<file path="config.mk">
export PLATFORM = sky130hd
export DESIGN_NAME = flags_stack
export DESIGN_NICKNAME = d
export VERILOG_FILES = /design/src/rtl/flags_pkg.sv /design/src/rtl/flags_lifo.sv /design/src/rtl/flags_stack.sv
export SDC_FILE = /design/constraint.sdc
export NUM_CORES = 1
export LEC_CHECK = 0
export ABC_AREA = 1
export ABC_CLOCK_PERIOD_IN_PS = 2600
export BUFFER_PORTS_ARGS = -buffer_cell sky130_fd_sc_hd__buf_2
export CAP_MARGIN = 10
export CELL_PAD_IN_SITES_DETAIL_PLACEMENT = 1
export CELL_PAD_IN_SITES_GLOBAL_PLACEMENT = 2
export CORE_MARGIN = 2
export CORE_UTILIZATION = 32
export CTS_BUF_LIST = sky130_fd_sc_hd__clkbuf_8 sky130_fd_sc_hd__clkbuf_16
export CTS_CLUSTER_SIZE = 12
export DETAILED_ROUTE_END_ITERATION = 8
export PLACE_DENSITY = 0.84
export SYNTH_ARGS = -nofsm -noshare
export SYNTH_HDL_FRONTEND = slang
export SYNTH_SLANG_ARGS = --single-unit
</file>
<file path="constraint.sdc">
create_clock -name clk -period 2.6 [get_ports clk]
set_input_delay 0.26 -clock clk [delete_from_list [all_inputs] [get_ports clk]]
set_output_delay 0.26 -clock clk [all_outputs]
set_load 0.005 [all_outputs]
</file>
<file path="src/rtl/flags_pkg.sv">
// flags_pkg: shared constants for the status-flag register and its save stack.
//   FLAG_C/N/Z/V : bit positions of carry, negative, zero and overflow
//   DEF_WIDTH    : default number of flag bits
//   DEF_DEPTH    : default number of save-stack entries
package flags_pkg;

    localparam int unsigned FLAG_C = 0;
    localparam int unsigned FLAG_N = 1;
    localparam int unsigned FLAG_Z = 2;
    localparam int unsigned FLAG_V = 3;

    localparam int unsigned DEF_WIDTH = 4;
    localparam int unsigned DEF_DEPTH = 4;

endpackage

</file>
<file path="src/rtl/flags_lifo.sv">
// flags_lifo: LIFO save stack for flag context.
// Ports:
//   clk, rst : clock, asynchronous active-high reset (clears count only)
//   push     : save din on the stack
//   pop      : request removal of the top entry
//   din      : value to save (current flags)
//   top      : current top entry (valid only when !empty)
//   count    : occupied entries
//   empty    : count == 0
//   full     : count == DEPTH
//   pop_ok   : pop accepted this cycle
// A push together with an accepted pop overwrites the top entry in place
// (swap), leaving count unchanged.
module flags_lifo
    import flags_pkg::*;
#(
    parameter int unsigned WIDTH = DEF_WIDTH,
    parameter int unsigned DEPTH = DEF_DEPTH,
    localparam int unsigned CW   = $clog2(DEPTH + 1)
) (
    input  logic             clk,
    input  logic             rst,
    input  logic             push,
    input  logic             pop,
    input  logic [WIDTH-1:0] din,
    output logic [WIDTH-1:0] top,
    output logic [CW-1:0]    count,
    output logic             empty,
    output logic             full,
    output logic             pop_ok
);

    // Storage is rounded up to a power of two so the index has an exact width;
    // slots at or above DEPTH are never addressed.
    localparam int unsigned AW    = (DEPTH > 1) ? $clog2(DEPTH) : 1;
    localparam int unsigned SLOTS = 1 << AW;

    logic [WIDTH-1:0] mem [SLOTS];
    logic [AW-1:0]    top_idx;
    logic [AW-1:0]    wr_idx;
    logic             push_ok;

    always_comb begin
        empty   = (count == '0);
        full    = (count == CW'(DEPTH));
        pop_ok  = pop && !empty;
        // A pop frees the top slot in the same cycle, so push is accepted even when full.
        push_ok = push && (!full || pop_ok);
        top_idx = AW'(count - CW'(1));
        wr_idx  = pop_ok ? top_idx : AW'(count);
        top     = mem[top_idx];
    end

    // Storage has no reset; count guarantees no entry is read before written.
    always_ff @(posedge clk) begin
        if (push_ok) begin
            mem[wr_idx] <= din;
        end
    end

    always_ff @(posedge clk or posedge rst) begin
        if (rst) begin
            count <= '0;
        end else if (push_ok && !pop_ok) begin
            count <= count + CW'(1);
        end else if (pop_ok && !push_ok) begin
            count <= count - CW'(1);
        end
    end

endmodule

</file>
<file path="src/rtl/flags_stack.sv">
// flags_stack: processor status-flag register with per-bit write mask,
// carry set/clear and a LIFO save/restore stack.
// Optional feature macro: FLAGS_CHK_EN (adds sticky err port, misuse
// detection and a simulation check that sc and cc are not both asserted).
// Ports:
//   clk, rst : clock, asynchronous active-high reset
//   load     : merge in into flags under mask
//   mask     : per-bit write enable for load
//   in       : flag values from ALU
//   sc, cc   : force carry to 1 / 0 (sc wins)
//   push     : save current flags onto the stack
//   pop      : restore flags from the stack top (overrides load/sc/cc)
//   out      : registered current flags
//   count    : occupied stack entries
//   empty    : count == 0
//   full     : count == DEPTH
//   err      : sticky misuse flag (FLAGS_CHK_EN only)
module flags_stack
    import flags_pkg::*;
#(
    parameter int unsigned WIDTH = DEF_WIDTH,
    parameter int unsigned DEPTH = DEF_DEPTH,
    localparam int unsigned CW   = $clog2(DEPTH + 1)
) (
    input  logic             clk,
    input  logic             rst,
    input  logic             load,
    input  logic [WIDTH-1:0] mask,
    input  logic [WIDTH-1:0] in,
    input  logic             sc,
    input  logic             cc,
    input  logic             push,
    input  logic             pop,
    output logic [WIDTH-1:0] out,
    output logic [CW-1:0]    count,
    output logic             empty,
    output logic             full
`ifdef FLAGS_CHK_EN
    ,
    output logic             err
`endif
);

    logic [WIDTH-1:0] top;
    logic [WIDTH-1:0] base;
    logic [WIDTH-1:0] nxt;
    logic             pop_ok;

    flags_lifo #(
        .WIDTH (WIDTH),
        .DEPTH (DEPTH)
    ) u_lifo (
        .clk    (clk),
        .rst    (rst),
        .push   (push),
        .pop    (pop),
        .din    (out),
        .top    (top),
        .count  (count),
        .empty  (empty),
        .full   (full),
        .pop_ok (pop_ok)
    );

    always_comb begin
        base = load ? ((out & ~mask) | (in & mask)) : out;
        nxt  = base;
        if (sc) begin
            nxt[FLAG_C] = 1'b1;
        end else if (cc) begin
            nxt[FLAG_C] = 1'b0;
        end
        if (pop_ok) begin
            nxt = top;
        end
    end

    always_ff @(posedge clk or posedge rst) begin
        if (rst) begin
            out <= '0;
        end else begin
            out <= nxt;
        end
    end

`ifdef FLAGS_CHK_EN
    logic misuse;

    assign misuse = (push && full && !pop) || (pop && empty);

    always_ff @(posedge clk or posedge rst) begin
        if (rst) begin
            err <= 1'b0;
        end else if (misuse) begin
            err <= 1'b1;
        end
    end

`ifndef SYNTHESIS
    always_ff @(posedge clk) begin
        if (!rst) begin
            assert (!(sc && cc))
            else $warning("flags_stack: sc and cc asserted in the same cycle");
        end
    end
`endif
`endif

endmodule

</file>
==> results of run 1 <==
## worst register-to-register path: stages, from the launching register on
cell	delay, ns
dfrtp_1	0.39
inv_2	0.22
ha_1	0.30
nand2_1	0.10
nor2_1	0.18
nor2_4	0.06
ha_1	0.22
or2_1	0.25
nand3_1	0.07
nand2_1	0.05
nand2_1	0.06
inv_1	0.04
## repair_timing
action / 4_1_cts / 5_1_grt
setup endpoints to repair: 0 / 0
endpoints found under the hold margin: 7 / 0
hold buffers: 1 / 0
## metal layers
layer	vias up	part of all wire
met5	-	0
met4	0	0.020
met3	4	0.024
met2	18	0.52
met1	454	0.44
li1	486	-
## synthesized netlist by cell type (all sizes together)
master	number	area (µm²)
a21oi	1	5.00
a31oi	1	6.26
buf	3	30.0
clkinv	1	3.75
dfrtp	7	175
edfxtp	16	480
ha	4	50.1
inv	24	92.6
nand2	59	269
nand3	10	60.1
nand4	1	6.26
nor2	7	33.8
o211ai	3	22.5
or2	2	12.5
xnor2	1	8.76
## cell families (layout without fill, tap and decap cells)
| kind of cell | Yosys count | count (layout) | share of synthesized area |
|---|---|---|---|
| adders and majority gates | 4 | 4 | 0.0398 |
| xor gates and xnor gates | 1 | 1 | 0.00697 |
| buffers and inverters | 28 | 54 | 0.101 |
| DFF | 23 | 23 | 0.522 |
| and+or+nand+nor | 79 | 79 | 0.304 |
| AOI/OAI and AO/OA | 5 | 5 | 0.0269 |
## placed cells by master (no fill, tap or decap), drive strengths merged
| cell | instances |
|---|---|
| a21oi | 1 |
| a31oi | 1 |
| buf | 24 |
| clkbuf | 3 |
| clkinv | 2 |
| dfrtp | 7 |
| dlygate4sd3 | 1 |
| edfxtp | 16 |
| ha | 4 |
| inv | 24 |
| nand2 | 59 |
| nand3 | 10 |
| nand4 | 1 |
| nor2 | 7 |
| o211ai | 3 |
| or2 | 2 |
| xnor2 | 1 |
## layout make-up
type                            instances  area (µm²)
Multi-Input combinational cell         89         474
Tap cell                               48        60.1
Inverter                               25        96.3
Sequential cell                        23         656
Timing Repair Buffer                   25         133
Clock inverter                          1        5.00
Fill cell                             464        2250
Clock buffer                            3        41.3
## worst paths after layout
kind	slack (ns)	to	from	depth (start not counted)
max	0.57	u_lifo.count[2]	u_lifo.count[0]	11
min	0.26	flop	in[2]	3
max reg2reg	0.57	u_lifo.count[2]	u_lifo.count[0]	11
min reg2reg	0.61	u_lifo.count[1]	u_lifo.count[1]	2
max in group asynchronous	1.89	asynchronous set/reset pin	rst	3
min in group asynchronous	0.48	asynchronous set/reset pin	rst	3
## power by group through the flow
stage	logic, mW	clock network [mW]	registers (mW)
global route	0.887	0.233	0.686
detailed placement	0.779	0	0.679
floorplan	0.582	0	0.655
global placement	0.754	0	0.677
finish	0.773	0.218	0.667
CTS	0.791	0.226	0.671
## stage by stage
stage               hold slack, ns   util  power, mW  instances
finish                       0.257  0.394       1.66        214
global route                 0.283  0.394       1.81        214
CTS                          0.264  0.394       1.69        214
detailed placement           0.218  0.379       1.46        209
global placement             0.215  0.379       1.43        209
floorplan                   0.0634      -       1.24        140
==> out/metrics.cfg, run 1 <==
[sta]
maxSlewHeadroom=0.740
hold_violations=0
setup_viol=0
min_period_ns=2.03
clock.fmax_ghz=0.492
period_share=0.782
timing_worst_slew_pin_value_ns=0.388
rsz0062_at_grt=no
fin_tns_setup_ns=0
fin_skew_ns=0.00281
setup_ws_ns=0.567
slew_viol_final=0

[clock_tree]
cts-resized-gates=0
clkTransAtPathRegs_ns=0.08
cts_buffers=3
clockBufferDepth=2
htreeDepth=1
insertion_delay_ns=0.26
cts_root_buf=clkbuf_8
cts_tree=yes
clock-sinks=23
post_cts_buffers=0

[synth]
yosysWarnings=0
synthCells=140
ys_ff_latch=23
synth-seq-area-share=0.522
synth_fp_nets=159
netlist_area_mm2=0.00126
avgSynthCellArea_um2=8.97
yosysUniqueCellTypes=22

[worst_setup_path]
cp.required_ns=2.77
endpoint_kind=flop
critPathTopFamily=simple AND/OR/NAND/NOR gates
critPathKind=reg2reg
cp-start-kind=flop
cpMostUsedCell=nand2_1
cp_slowest_cell=dfrtp_1
cp.arrival_ns=2.20
cp_cell_sequence=inv_2 -> ha_1 -> nand2_1 -> nor2_1 -> nor2_4 -> ha_1 -> or2_1 -> nand3_1 -> nand2_1 -> nand2_1 -> inv_1
critPathBufInv=2
crit_fanout=12
max_stage_delay_ns=0.39

[floorplan]
rows=22
die_width_um=66.7
fp.dieH_um=66.7
dieArea_mm2=0.00444
core_mm2=0.00372
start_util=0.338
top_level_ports=24

[place]
place_area_mm2=0.00141
globalplace.congestion=0.778
place_ws_ns=0.549
io_buffers=23
hpwl_um=2170

[global_route]
grt_pass1_vias=998
antenna_found_initial=0
grt_usage=0.139
use_met2=0.234
busiest_layer=met2
grt_max_degree=14
grt_overflow=0
use_met1=0.175
grtUsageMet3=0.0135
grt_first_pass_wirelength_um=4530

[final_layout]
finalInstanceArea_mm2=0.00147
nNetsFinal=186
final_layout_size_suffix_gt1_frac=0.271
diodes=0
areaGrowthSynthToFinish_pct=16.6

[outcome]
status=completed

[pwr]
power.density_mw_per_mm2=1130
cellLeakagePower_nw=0.756
p_int_mw=0.956
power.net_switching_mw=0.702
switching_share=0.424
p_comb_frac=0.466
power_frac_seq=0.402
vdd_ir_drop_max_mv=0.292
p_clk_frac=0.132

[drt]
vias=962
drtPass1Iterations=4
ant_nets=0
totalWireLength_um=2720
vias_per_cell=4.50
wl_per_cell_um=12.7
drcViolationCount=0
drtIter0Drc=12

[job]
maxCapViolations=0

[hold_path]
hp-class=in2reg

Power figures use the tool's default switching activity.
==> inputs of run 2 (changes only) <==
ABC_AREA = 0   (was 1)
ABC_CLOCK_PERIOD_IN_PS = 1800   (was 2600)
PLACE_DENSITY = 0.8   (was 0.84)
clock period = 1.8 ns   (was 2.6 ns; I/O delays follow)
==> out/metrics.cfg, run 2 <==
[outcome]
status=completed  ; unchanged

[clock_tree]
htreeDepth=1  ; unchanged
clock-sinks=23  ; unchanged
insertion_delay_ns=0.26  ; about the same
clkTransAtPathRegs_ns=0.08  ; about the same
clockBufferDepth=2  ; unchanged
cts_tree=yes  ; unchanged
cts_root_buf=clkbuf_8  ; unchanged
cts_buffers=3  ; unchanged

[floorplan]
fp.dieH_um=63.0  ; was 66.7 µm
top_level_ports=24  ; unchanged
dieArea_mm2=0.00397  ; was 0.00444 mm²
core_mm2=0.00334  ; was 0.00372 mm²
die_width_um=63.0  ; was 66.7 µm
start_util=0.334  ; was 0.338
rows=21  ; was 22

[synth]
synthCells=78  ; was 140
yosysWarnings=0  ; unchanged
yosysUniqueCellTypes=28  ; was 22
synth_fp_nets=97  ; was 159
synth.area.top_cells=edfxtp_1 (43%), dfrtp_1 (16%), mux2_2 (6.1%), mux4_2 (6.1%), ha_1 (4.5%)  ; was edfxtp_1 (38%), nand2_1 (14%), dfrtp_1 (14%), inv_1 (6.3%), ha_1 (4.0%)
synth_top_area_cell=edfxtp_1  ; unchanged
synthArstFlopShare=0.304  ; unchanged
synth_edf_count=16  ; unchanged
synth.most_common_cell=edfxtp_1  ; was nand2_1
synth-seq-area-share=0.589  ; was 0.522
avgSynthCellArea_um2=14.3  ; was 8.97 µm²
yosys-top-cells-count=edfxtp_1 (16), dfrtp_1 (7), mux2_2 (6)  ; was nand2_1 (48), inv_1 (21), edfxtp_1 (16)
ys_ff_latch=23  ; unchanged
netlist_area_mm2=0.00111  ; was 0.00126 mm²
ys.flop_type=edfxtp_1  ; unchanged
yosysTopAreaCellShare=0.431  ; was 0.382

[worst_setup_path]
critPathLaunch=u_lifo.count[1]  ; was u_lifo.count[0]
timing.rr.end=u_lifo.mem[1][2]  ; was u_lifo.count[2]
cp.required_ns=1.79  ; was 2.77 ns
cp.arrival_ns=1.68  ; was 2.20 ns
crit_fanout=4  ; was 12
critPathKind=reg2reg  ; unchanged
endpoint=u_lifo.mem[1][2]  ; was u_lifo.count[2]
cp-start-kind=flop  ; unchanged
r2r_start=u_lifo.count[1]  ; was u_lifo.count[0]
r2r_cells=6  ; was 11
endpoint_kind=flop  ; unchanged
r2r_setup_slack_ns=0.11  ; was 0.57 ns

[place]
placed_cells=149  ; was 209
io_buffers=23  ; unchanged
hpwl_um=1700  ; was 2170 µm
globalplace.congestion=0.737  ; was 0.778
place_area_mm2=0.00133  ; was 0.00141 mm²

[final_layout]
nNetsFinal=128  ; was 186
areaGrowthSynthToFinish_pct=28.2  ; was 16.6%
finalInstanceArea_mm2=0.00143  ; was 0.00147 mm²
final_common_cell=buf_2  ; was nand2_1
final_layout_size_suffix_gt1_frac=0.491  ; was 0.271
fin_util=0.428  ; was 0.394
stdcell_count=154  ; was 214
layout_common_cells=buf_2 (23), edfxtp_1 (16), dfrtp_1 (7)  ; was nand2_1 (48), buf_2 (23), inv_1 (21), edfxtp_1 (16), nand3_1 (8)
diodes=0  ; unchanged

[sta]
slew_viol_final=0  ; unchanged
fin_tns_setup_ns=0  ; unchanged
fin_skew_ns=0.00169  ; was 0.00281 ns
setup_viol=0  ; unchanged
min_period_ns=1.69  ; was 2.03 ns
hold_violations=0  ; unchanged
clock.fmax_ghz=0.592  ; was 0.492 GHz
maxSlewHeadroom=0.727  ; was 0.740
timing_worst_slew_pin_value_ns=0.409  ; was 0.388 ns
period_share=0.938  ; was 0.782
rsz0062_at_grt=no  ; unchanged

[drt]
totalWireLength_um=2260  ; was 2720 µm
drtPass1Iterations=4  ; unchanged
wl_per_cell_um=14.7  ; was 12.7 µm
vias=732  ; was 962
ant_nets=0  ; unchanged
drtIter0Drc=14  ; was 12
vias_per_cell=4.75  ; was 4.50
drcViolationCount=0  ; unchanged

[job]
maxCapViolations=0  ; unchanged

[global_route]
grt_usage=0.126  ; was 0.139
grt_max_degree=13  ; was 14
grt_pass1_vias=736  ; was 998
grt_first_pass_wirelength_um=3690  ; was 4530 µm
antenna_found_initial=0  ; unchanged
grt_overflow=0  ; unchanged

[pwr]
power.density_mw_per_mm2=1660  ; was 1130 mW/mm²
cellLeakagePower_nw=0.588  ; was 0.756 nW
vdd_ir_drop_max_mv=0.575  ; was 0.292 mV

[hold_path]
hp-class=in2reg  ; unchanged

-- run 2: cell count changes after synthesis, sizes merged, moves of 3 or more --
cell / before / now
clkbuf: 0 / 3
a21oi: 1 / 4
o211ai: 3 / 0
nor2: 7 / 1
nand2: 59 / 5
nand3: 10 / 1
mux4: 0 / 4
inv: 24 / 5
mux2: 0 / 6
-- run 2: worst max-delay path: stages (launching register included) --
cell and delay, ns:
dfrtp_1 0.38, inv_1 0.09, ha_2 0.21, mux2i_2 0.27, a32oi_2 0.12, a21oi_1 0.17, buf_4 0.17
-- run 2: final cells by class --
type,instances,area [µm²]
clock buffer,3,41.3
clock inverter,1,3.75
fill,371,1910
inverter,5,18.8
multi-input combinational,46,480
sequential,23,656
tap,46,57.6
timing repair buffer,30,170
-- run 2: metal layers --
layer | share of wire | global-route usage | up-vias
met5 | 0 | 0 | -
met3 | 0.050 | 0.0486 | 2
met2 | 0.49 | 0.189 | 12
met4 | 0.0035 | 0.0333 | 0
li1 | - | - | 348
met1 | 0.46 | 0.170 | 370
-- run 2: worst min path at each step --
stage | end | cells after the start | from
after floorplan | asynchronous set/reset pin | 1 | rst
after global placement | u_lifo.count[2] | 2 | rst
after detailed placement | u_lifo.count[2] | 2 | rst
after CTS | out[0] | 3 | sc
after global routing | out[0] | 3 | cc
final | out[0] | 3 | sc
-- run 2: where the power goes --
group | switching, mW | internal, mW | leakage, nW
Combinational | 0.537 | 0.578 | 0.334
Clock | 0.163 | 0.152 | 0.0269
Sequential | 0.111 | 0.826 | 0.228
Total | 0.811 | 1.56 | 0.588
-- run 2: cells by family after synthesis --
kind of cell / count (synthesis) / share of synthesized area
flip-flops: 23 / 0.589
AND/OR/NAND/NOR: 15 / 0.0708
AO/OA/AOI/OAI: 12 / 0.0708
multiplexers: 12 / 0.163
buffers and inverters: 9 / 0.0382
adder cells (fa/ha/maj): 4 / 0.0449
XOR/XNOR: 3 / 0.0236
-- run 2: metrics by stage --
stage | hold slack [ns] | total power, mW | worst slack [ns]
after floorplan | -0.0166 | 1.62 | -0.0316
after global placement | 0.158 | 1.97 | 0.0687
after detailed placement | 0.158 | 1.99 | -0.00317
after CTS | 0.177 | 2.31 | -0.0179
after global routing | 0.198 | 2.54 | 0.0135
final | 0.173 | 2.37 | 0.111
-- run 2: repair_timing --
item / in CTS / in global routing
hold buffers: 1 / 0
endpoints found under the hold margin: 7 / 0
gates resized for setup: 0 / 9
endpoints found under the setup margin: 8 / 17
pin swaps: 0 / 2
setup buffers: 0 / 0
==> inputs of run 3 (changes only) <==
ABC_AREA = 1   (was 0)
CORE_UTILIZATION = 29   (was 32)
==> out/metrics.cfg, run 3 (synthesis gave the netlist of run 1 again) <==
[drt]
ant_nets=0  ; unchanged
drcViolationCount=0  ; unchanged
totalWireLength_um=2880  ; was 2260 µm
vias=986  ; was 732
wl_per_cell_um=13.2  ; was 14.7 µm
vias_per_cell=4.52  ; was 4.75
drtIter0Drc=15  ; was 14
drtPass1Iterations=4  ; unchanged

[final_layout]
final_common_cell=nand2_1  ; was buf_2
diodes=0  ; unchanged
areaGrowthSynthToFinish_pct=21.0  ; was 28.2%
final_layout_size_suffix_gt1_frac=0.327  ; was 0.491
layout_common_cells=nand2_1 (48), buf_2 (23), inv_1 (20), edfxtp_1 (16), nand3_1 (8)  ; was buf_2 (23), edfxtp_1 (16), dfrtp_1 (7)
stdcell_count=218  ; was 154
nNetsFinal=188  ; was 128

[hold_path]
holdPathStages=3  ; unchanged
worstHoldStart=in[1]  ; was sc
hp-class=in2reg  ; unchanged

[outcome]
status=completed  ; unchanged

[worst_setup_path]
critPathKind=reg2reg  ; unchanged
critPathBufInv=2  ; unchanged
r2r_setup_slack_ns=0.13  ; was 0.11 ns
cp_slowest_cell=dfrtp_1  ; unchanged
cp.arrival_ns=1.84  ; was 1.68 ns
timing.rr.end=u_lifo.count[2]  ; was u_lifo.mem[1][2]
crit_fanout=4  ; unchanged
critPathTopFamily=simple AND/OR/NAND/NOR gates  ; was flip-flops
cpMostUsedCell=nand2_1
max_stage_delay_ns=0.42  ; was 0.38 ns
r2r_start=u_lifo.count[1]  ; unchanged
cp-start-kind=flop  ; unchanged
cp_cell_sequence=inv_2 -> ha_4 -> nand2_1 -> nor2_2 -> nor2_4 -> ha_4 -> or2_1 -> nand3_1 -> nand2_1 -> nand2_1 -> inv_1  ; was inv_1 -> ha_2 -> mux2i_2 -> a32oi_2 -> a21oi_1 -> buf_4
cp.required_ns=1.97  ; was 1.79 ns
endpoint_kind=flop  ; unchanged
r2r_cells=11  ; was 6

[clock_tree]
cts_buffers=3  ; unchanged
insertion_delay_ns=0.27  ; was 0.26 ns
cts_root_buf=clkbuf_8  ; unchanged
clkTransAtPathRegs_ns=0.09  ; was 0.08 ns
cts_tree=yes  ; unchanged
clock-sinks=23  ; unchanged
clockBufferDepth=2  ; unchanged
htreeDepth=1  ; unchanged

[sta]
setup_viol=0  ; unchanged
maxSlewHeadroom=0.762  ; was 0.727
hold_violations=0  ; unchanged
clock.fmax_ghz=0.598  ; was 0.592 GHz
period_share=0.928  ; was 0.938
timing_worst_slew_pin_value_ns=0.356  ; was 0.409 ns
setup_ws_ns=0.129  ; was 0.111 ns
slew_viol_final=0  ; unchanged
min_period_ns=1.67  ; was 1.69 ns
fin_skew_ns=0.00567  ; was 0.00169 ns
rsz0062_at_grt=no  ; unchanged

[global_route]
grt_overflow=0  ; unchanged
grt_usage=0.134  ; was 0.126
grt_pass1_vias=1140  ; was 736
grt_max_degree=14  ; was 13
antenna_found_initial=0  ; unchanged
grt_first_pass_wirelength_um=5200  ; was 3690 µm

[pwr]
switching_share=0.427  ; was 0.342
p_int_mw=1.47  ; was 1.56 mW
power.density_mw_per_mm2=1680  ; was 1660 mW/mm²
vdd_ir_drop_max_mv=0.615  ; was 0.575 mV
cellLeakagePower_nw=0.763  ; was 0.588 nW
p_clk_frac=0.127  ; was 0.133
p_comb_frac=0.496  ; was 0.471
power.net_switching_mw=1.09  ; was 0.811 mW
power_frac_seq=0.377  ; was 0.396

[job]
maxCapViolations=0  ; unchanged

[place]
placed_cells=213  ; was 149
place_ws_ns=-0.0178  ; was -0.00317 ns
hpwl_um=2310  ; was 1700 µm
globalplace.congestion=0.731  ; was 0.737
io_buffers=23  ; unchanged

[floorplan]
fp.dieH_um=69.8  ; was 63.0 µm
rows=23  ; was 21
die_width_um=69.8  ; was 63.0 µm
top_level_ports=24  ; unchanged
start_util=0.307  ; was 0.334
core_mm2=0.00409  ; was 0.00334 mm²
dieArea_mm2=0.00487  ; was 0.00397 mm²

-- run 3: cell types whose count changed in the layout (fill, tap and decap cells not counted), moves of 4 or more --
cell     before  now
inv_1         6   20
nand3_1       1    8
nor2_2        0    5
mux2_2        6    0
nand2_1       4   48
nand2_4       0    4
nand2_2       1    7
-- run 3: final cells by class --
class / instances / area, µm²
Inverter: 25 / 96.3
Clock inverter: 1 / 5.00
Clock buffer: 3 / 41.3
Multi-Input combinational cell: 89 / 512
Sequential cell: 23 / 656
Fill cell: 496 / 2570
Tap cell: 50 / 62.6
Timing Repair Buffer: 27 / 148
-- run 3: per-stage QoR --
stage                     hold slack (ns)  setup TNS [ns]  area (µm²)  utilization  total power, mW
final                               0.167               0        1520        0.372             2.56
after global routing                0.176               0        1520        0.372             2.81
after CTS                           0.178               0        1500        0.367             2.57
after detailed placement            0.158         -0.0704        1440        0.353             2.23
after global placement              0.144               0        1440        0.353             2.17
after floorplan                   -0.0166               0        1270            -             1.81
-- run 3: worst max path at each step --
stage / from / endpoint / slack, ns / cells past startpoint
floorplan: u_lifo.count[0] / u_lifo.count[2] / 0.01 / 12
detailed placement: u_lifo.count[1] / u_lifo.mem[3][2] / -0.02 / 8
global route: u_lifo.count[1] / u_lifo.count[2] / 0.0005 / 11
CTS: u_lifo.count[1] / u_lifo.count[2] / 0.04 / 11
global placement: u_lifo.count[1] / u_lifo.mem[3][2] / 0.09 / 8
finish: u_lifo.count[1] / u_lifo.count[2] / 0.13 / 11
-- run 3: repair_timing --
action	CTS	global route
endpoints found under the hold margin	7	0
setup endpoints to repair	5	14
gates resized for setup	2	5
pin swaps	0	1
hold buffers	1	0
buffers inserted	0	0
-- run 3: routing by layer --
layer	GRT usage	vias to the layer above	wire length, µm
met2	0.238	22	1460
met3	0.00872	6	70
met5	0	-	0
met4	0.0598	0	61
li1	-	488	-
met1	0.164	470	1280
-- run 3: power by group through the flow --
stage / combinational (mW) / clock (mW) / sequential, mW
detailed placement: 1.25 / 0 / 0.978
global placement: 1.20 / 0 / 0.963
finish: 1.27 / 0.326 / 0.964
CTS: 1.27 / 0.328 / 0.968
floorplan: 0.868 / 0 / 0.946
global route: 1.46 / 0.353 / 0.993
-- run 3: worst register-to-register path, stage by stage (launching register included) --
cell and delay, ns:
dfrtp_1 0.42, inv_2 0.10, ha_4 0.15, nand2_1 0.08, nor2_2 0.13, nor2_4 0.06, ha_4 0.16, or2_1 0.24
nand3_1 0.08, nand2_1 0.06, nand2_1 0.06, inv_1 0.04
